$ cat src/rtl/decoder.sv
// HSI line receiver: recovers 11-bit frames (start, 8 data, odd parity, stop)
// from an oversampled serial line and presents the byte with error flags.
module decoder #(
    parameter int OVS       = 8,
    parameter bit LSB_FIRST = 1'b1
) (
    input  logic       clk,
    input  logic       rst,
    input  logic       clk_en,
    input  logic       d,
    output logic [7:0] q,
    output logic       q_rdy,
    output logic       parity_err,
    output logic       frame_err,
    output logic       busy
);
    localparam int CW = $clog2(OVS);

    typedef enum logic [2:0] {
        S_IDLE, S_START, S_DATA, S_PARITY, S_STOP, S_BREAK
    } state_t;

    state_t          r_state, w_state_nxt;
    logic            r_s1, r_s2;
    logic            r_prev;
    logic [CW-1:0]   r_cnt;
    logic [3:0]      r_bitcnt;
    logic [7:0]      r_sh;
    logic            r_par;
    logic [7:0]      r_q;
    logic            r_q_rdy, r_perr, r_ferr, r_busy;

    logic            w_ds, w_mid, w_last;
    logic            w_cnt_clr, w_shift, w_par_ld, w_done, w_busy_set;

    assign w_ds   = r_s2;
    assign w_mid  = (r_cnt == CW'(OVS/2 - 1));
    assign w_last = (r_cnt == CW'(OVS - 1));

    always_comb begin
        w_state_nxt = r_state;
        w_cnt_clr   = 1'b0;
        w_shift     = 1'b0;
        w_par_ld    = 1'b0;
        w_done      = 1'b0;
        w_busy_set  = 1'b0;
        if (clk_en) begin
            case (r_state)
                S_IDLE: if (r_prev && !w_ds) begin
                    w_cnt_clr   = 1'b1;
                    w_state_nxt = S_START;
                end
                // Mid-bit recheck rejects short low glitches.
                S_START: if (w_mid) begin
                    if (!w_ds) begin
                        w_state_nxt = S_DATA;
                        w_busy_set  = 1'b1;
                        w_cnt_clr   = 1'b1;
                    end else begin
                        w_state_nxt = S_IDLE;
                    end
                end
                S_DATA: if (w_last) begin
                    w_shift = 1'b1;
                    if (r_bitcnt == 4'd7) w_state_nxt = S_PARITY;
                end
                S_PARITY: if (w_last) begin
                    w_par_ld    = 1'b1;
                    w_state_nxt = S_STOP;
                end
                S_STOP: if (w_last) begin
                    w_done      = 1'b1;
                    w_state_nxt = w_ds ? S_IDLE : S_BREAK;
                end
                S_BREAK: if (w_ds) w_state_nxt = S_IDLE;
                default: w_state_nxt = S_IDLE;
            endcase
        end
    end

    always_ff @(posedge clk) begin
        if (rst) begin
            r_state  <= S_IDLE;
            r_s1     <= 1'b1;
            r_s2     <= 1'b1;
            r_prev   <= 1'b0;
            r_cnt    <= '0;
            r_bitcnt <= 4'd0;
            r_sh     <= 8'h00;
            r_par    <= 1'b0;
            r_q      <= 8'h00;
            r_q_rdy  <= 1'b0;
            r_perr   <= 1'b0;
            r_ferr   <= 1'b0;
            r_busy   <= 1'b0;
        end else begin
            r_s1    <= d;
            r_s2    <= r_s1;
            r_q_rdy <= 1'b0;
            r_state <= w_state_nxt;
            if (clk_en) begin
                r_prev <= w_ds;
                r_cnt  <= w_cnt_clr ? '0 : r_cnt + CW'(1);
            end
            if (w_shift) begin
                r_sh     <= LSB_FIRST ? {w_ds, r_sh[7:1]} : {r_sh[6:0], w_ds};
                r_bitcnt <= (r_bitcnt == 4'd7) ? 4'd0 : r_bitcnt + 4'd1;
            end
            if (w_par_ld)   r_par  <= w_ds;
            if (w_busy_set) r_busy <= 1'b1;
            if (w_done) begin
                r_q     <= r_sh;
                r_perr  <= ~(^{r_sh, r_par});
                r_ferr  <= ~w_ds;
                r_q_rdy <= 1'b1;
                r_busy  <= 1'b0;
            end
        end
    end

    assign q          = r_q;
    assign q_rdy      = r_q_rdy;
    assign parity_err = r_perr;
    assign frame_err  = r_ferr;
    assign busy       = r_busy;
endmodule

$ cat config.mk
export PLATFORM = sky130hd
export DESIGN_NAME = decoder
export DESIGN_NICKNAME = d
export VERILOG_FILES = /design/src/rtl/decoder.sv
export SDC_FILE = /design/constraint.sdc
export NUM_CORES = 1
export LEC_CHECK = 0
export ABC_AREA = 1
export CORE_MARGIN = 5
export CORE_UTILIZATION = 29
export CTS_CLUSTER_DIAMETER = 50
export DETAILED_ROUTE_END_ITERATION = 6
export HOLD_SLACK_MARGIN = 0.03
export PLACE_DENSITY = 0.6
export SYNTH_ARGS = -nofsm -noshare
export SYNTH_HDL_FRONTEND = slang
export SYNTH_SLANG_ARGS = --single-unit
$ cat constraint.sdc
create_clock -name clk -period 1.72 [get_ports clk]
set_clock_uncertainty 0.2 [all_clocks]
set_input_delay 0.344 -clock clk [delete_from_list [all_inputs] [get_ports clk]]
set_output_delay 0.344 -clock clk [all_outputs]
set_load 0.05 [all_outputs]
==> impl_summary.md <==
Worst setup path
The worst setup path endpoint is r_state[0]. The most numerous cell on the critical path is nor2_1. The start point of the critical path is r_cnt[0]. The data required time of the worst path is 1710 ps. The logic depth of the worst register-to-register path is 11. The worst path arrival time is 1610 ps. Traced cell by cell, the critical path runs through ha_4, ha_4, buf_4, inv_1, nand2_1, nand2_1, nor2_1, nand3_2, clkinv_1, nor2_1, nor2_1. Along the worst path, the maximum fanout reaches 5. The sum of buffers and inverters on the critical path is 3. The element type at the critical path end is a flip-flop.

The critical path is of the flip-flop to flip-flop type. The register-to-register setup slack is between 90 and 100 ps. STA classifies the critical path startpoint as a flip-flop. On the worst path, the slowest cell contributes a delay of approximately 340 ps. The startpoint of the lowest-slack register-to-register path is r_cnt[0].

The largest individual stage delay along the critical path comes from the cell dfxtp_2. The critical path crosses 11 cells after its start point. The worst register-to-register path ends at r_state[0]. The family with the most delay on the worst path is simple AND/OR/NAND/NOR gates.

Global routing
The number of global-route vias before repair is 1381. The initial antenna violation count came to 0. The first global-routing pass estimated between 5 and 6 mm of wire. The all-layer global routing usage is between 10% and 20%. The overall overflow remaining after global route is 0. Entering global routing, the biggest net connects 17 pins.

Finish
Summing all multi-input logic gate instances after layout gives 868 µm². The share of layout cells above drive strength 1 is 21.6%. The fill cell instance count of the final layout is 563. The area of all sequential standard cells is ~700 µm². The utilization of the core after routing is 40.8%. The post-synthesis to final-layout area growth is 36.4%. The antenna diode count is 0.

The number of nets in the layout is 276.

CTS
The clock tree from TritonCTS is built. The tree is rooted in a clkbuf_8. The largest buffer count on any clock path is 2. After clock tree synthesis, the clock-pin slew on the worst setup and hold paths is 70 ps. The insertion delay of the later-clocked pin in the worst-skew pair is 290 ps.

The H-tree generated during clock tree synthesis spans 2 levels. The number of buffers created by CTS is 5. The total number of clock tree sinks is 34.

Synthesis
Sequential elements use between 40% and 50% of the synthesized area. The synthesized netlist contains 26 unique library cells. The synthesis warning total is 0.

The synthesized design contains 34 register bits. The largest area contributor in the netlist is dfxtp_1. Summing every instance area after synthesis gives 0.00166 mm². The synthesized instance count is between 200 and 250. The number of nets in the synthesized netlist is approximately 250.

The fraction of synthesized cell area taken by the top area cell type is 41.1%. The average cell area after synthesis is 6.97 µm². By area the synthesized netlist is led by dfxtp_1 41%, nand2_1 15%, o21ai_0 7.5%.

Floorplan
The number of placed I/O pins is 16. The initialized floorplan defines 27 standard-cell rows. Once the floorplan was initialized, standard cells occupied around 30% of the core. The chip height is 85.6 µm. From left edge to right edge, the die measures 85.6 µm.

The die covers 0.00733 mm². In this run the standard cell core region covers 0.00554 mm².

Power and ir drop
The cell leakage power is 0.000972 µW. The highest ir drop seen on vdd is 0.000538 V. The analysis attributes to net switching a power of 445 µW. Net switching is 23.5% of the power. The internal power contribution is ~1500 µW.

Total power for the finished layout comes to approximately 1900 µW. The power density over the cells is around 840 mW/mm². The clock group share of total power is 47.0%.

The part of the power in combinational logic is 9.0%. Sequential cells account for around 44% of the total power.

Route
Using the TritonRoute via totals, the vias-per-cell ratio works out to between 4 and 5. The detail route stage leaves a number of antenna-violating nets equal to 0. For this run, the detailed router's first-pass iteration total came to 4. The wire length after detailed routing is 3.40 mm.

The first routing iteration left around 120 violations. The detailed router placed 1496 vias in this run. For this run, design rule violations remaining after detail routing come to 0. In the final routed layout, each cell accounts on average for 9.98 µm.

Timing
The number of max-slew violations in the final report is 0. For the finished layout, the period the worst path requires is around 1600 ps. The setup violation total in the final timing report is 0. At the pin with the least slew margin, the transition time is between 200 and 300 ps.

Timing would allow up to approximately 0.62 GHz. The tightest slew margin relative to the limit is about four fifths. The tightest hold path in the finished design has a slack of 215 ps.

After routing, the total negative slack on setup checks comes to 0 ps. The post-route clock period utilization is 94.2%. The hold violation count in the final report was 0.

Place
The final weighted congestion of routability-driven global placement is around 0.86. The detailed-placement wirelength estimate is between 2 and 3 mm. Port buffering added 15 buffers.

Run
The total of max-cap violations is 0.

Status
The flow ran to the end, and the final reports show no timing, DRC or antenna violations.

Worst hold path
The type of the tightest min-delay check is flip-flop to flip-flop.
worst min-delay path by stage:
stage	cells past startpoint	start	end	slack (ps)
floorplan	1	r_s1	r_s2	190
global placement	1	r_s1	r_s2	190
detailed placement	1	r_s1	r_s2	200
CTS	1	r_s1	r_s2	220
global route	1	r_s1	r_s2	240
finish	1	r_s1	r_s2	220
registers in the layout, summed over array words and instances, names as in the netlist:
name / flops
q: 8
r_sh: 8
r_bitcnt: 4
r_cnt: 3
r_state: 3
busy: 1
frame_err: 1
parity_err: 1
q_rdy: 1
r_par: 1
r_prev: 1
r_s1: 1
r_s2: 1
per-stage QoR:
step	setup WS, ps	instances	instance area, µm²
2_1_floorplan	103	238	1660
3_3_place_gp	-136	330	2050
3_5_place_dp	-144	330	2050
4_1_cts	4.15	338	2190
5_1_grt	-5.41	341	2260
6_report	99.1	341	2260
routing by layer:
layer  vias up  share of wire, %  GRT usage, %
met4         0               1.6          4.60
met1       650                49          12.6
li1        815                 -             -
met3         5               3.8          2.88
met5         -                 0             0
met2        26                45          16.2
repair_timing:
| item | 4_1_cts | 5_1_grt |
|---|---|---|
| hold buffers | 0 | 0 |
| resized for setup | 3 | 15 |
| gates cloned | 0 | 1 |
| endpoints found under the setup margin | 15 | 25 |
| hold endpoints to repair | 0 | 0 |
| buffers inserted | 0 | 2 |
| pin swaps | 2 | 3 |
logic make-up (layout without fill, tap and decap cells):
kind of cell	count (synthesis)	after routing	share of synthesized area [%]
flip-flops	34	34	41.1
buffers and inverters	35	66	8.90
adder cells (fa/ha/maj)	4	4	3.02
AND/OR/NAND/NOR	119	119	32.1
AO/OA/AOI/OAI	45	45	14.4
XOR/XNOR	1	1	0.528
cell usage after synthesis:
library cell	count
or2_2	2
dfxtp_1	34
buf_2	1
a21oi_1	12
a21oi_2	3
o21ai_1	4
or2_0	1
nor2_4	2
clkinv_1	1
nand4_4	1
nand2_1	66
clkbuf_1	1
nand2_4	1
nand4_1	1
inv_1	28
nand3_1	11
ha_1	4
inv_2	2
nand2_2	2
nand2b_4	1
o21ai_0	25
xnor2_1	1
nor2_1	30
o21a_1	1
nand3_2	1
buf_6	2
layout by cell type, fill, tap and decap left out:
| cell | count |
|---|---|
| dfxtp_2 | 3 |
| nand3_2 | 2 |
| nor2_4 | 2 |
| nand2b_4 | 1 |
| o21ai_1 | 6 |
| buf_6 | 1 |
| or2_2 | 2 |
| nand4_1 | 1 |
| nand3_1 | 10 |
| nand2_1 | 64 |
| ha_4 | 2 |
| dfxtp_1 | 31 |
| nand4_4 | 1 |
| xnor2_1 | 1 |
| inv_1 | 26 |
| a21oi_2 | 3 |
| o21a_1 | 1 |
| clkinv_1 | 1 |
| clkbuf_8 | 5 |
| ha_1 | 2 |
| buf_4 | 11 |
| clkdlybuf4s50_1 | 3 |
| buf_12 | 12 |
| nand2_2 | 4 |
| nor2_1 | 30 |
| a21oi_1 | 12 |
| nand2_4 | 1 |
| o21ai_0 | 22 |
| inv_2 | 4 |
| bufinv_16 | 2 |
| or2_0 | 1 |
| o21ai_2 | 1 |
| clkinv_4 | 1 |
power by group through the flow:
stage | logic, µW | clock network, µW | registers, µW
2_1_floorplan | 129 | 0 | 846
5_1_grt | 194 | 938 | 840
3_5_place_dp | 167 | 0 | 850
4_1_cts | 169 | 922 | 832
3_3_place_gp | 165 | 0 | 851
6_report | 171 | 892 | 835
layout make-up:
class | instances | share of cell area [%]
multi-input combinational | 169 | 38.4
sequential | 34 | 30.3
timing repair buffer | 27 | 16.1
inverter | 31 | 5.15
tap | 72 | 3.98
clock buffer | 5 | 3.04
clock inverter | 3 | 3.04
No activity file was read; power rests on OpenSTA's default activity.
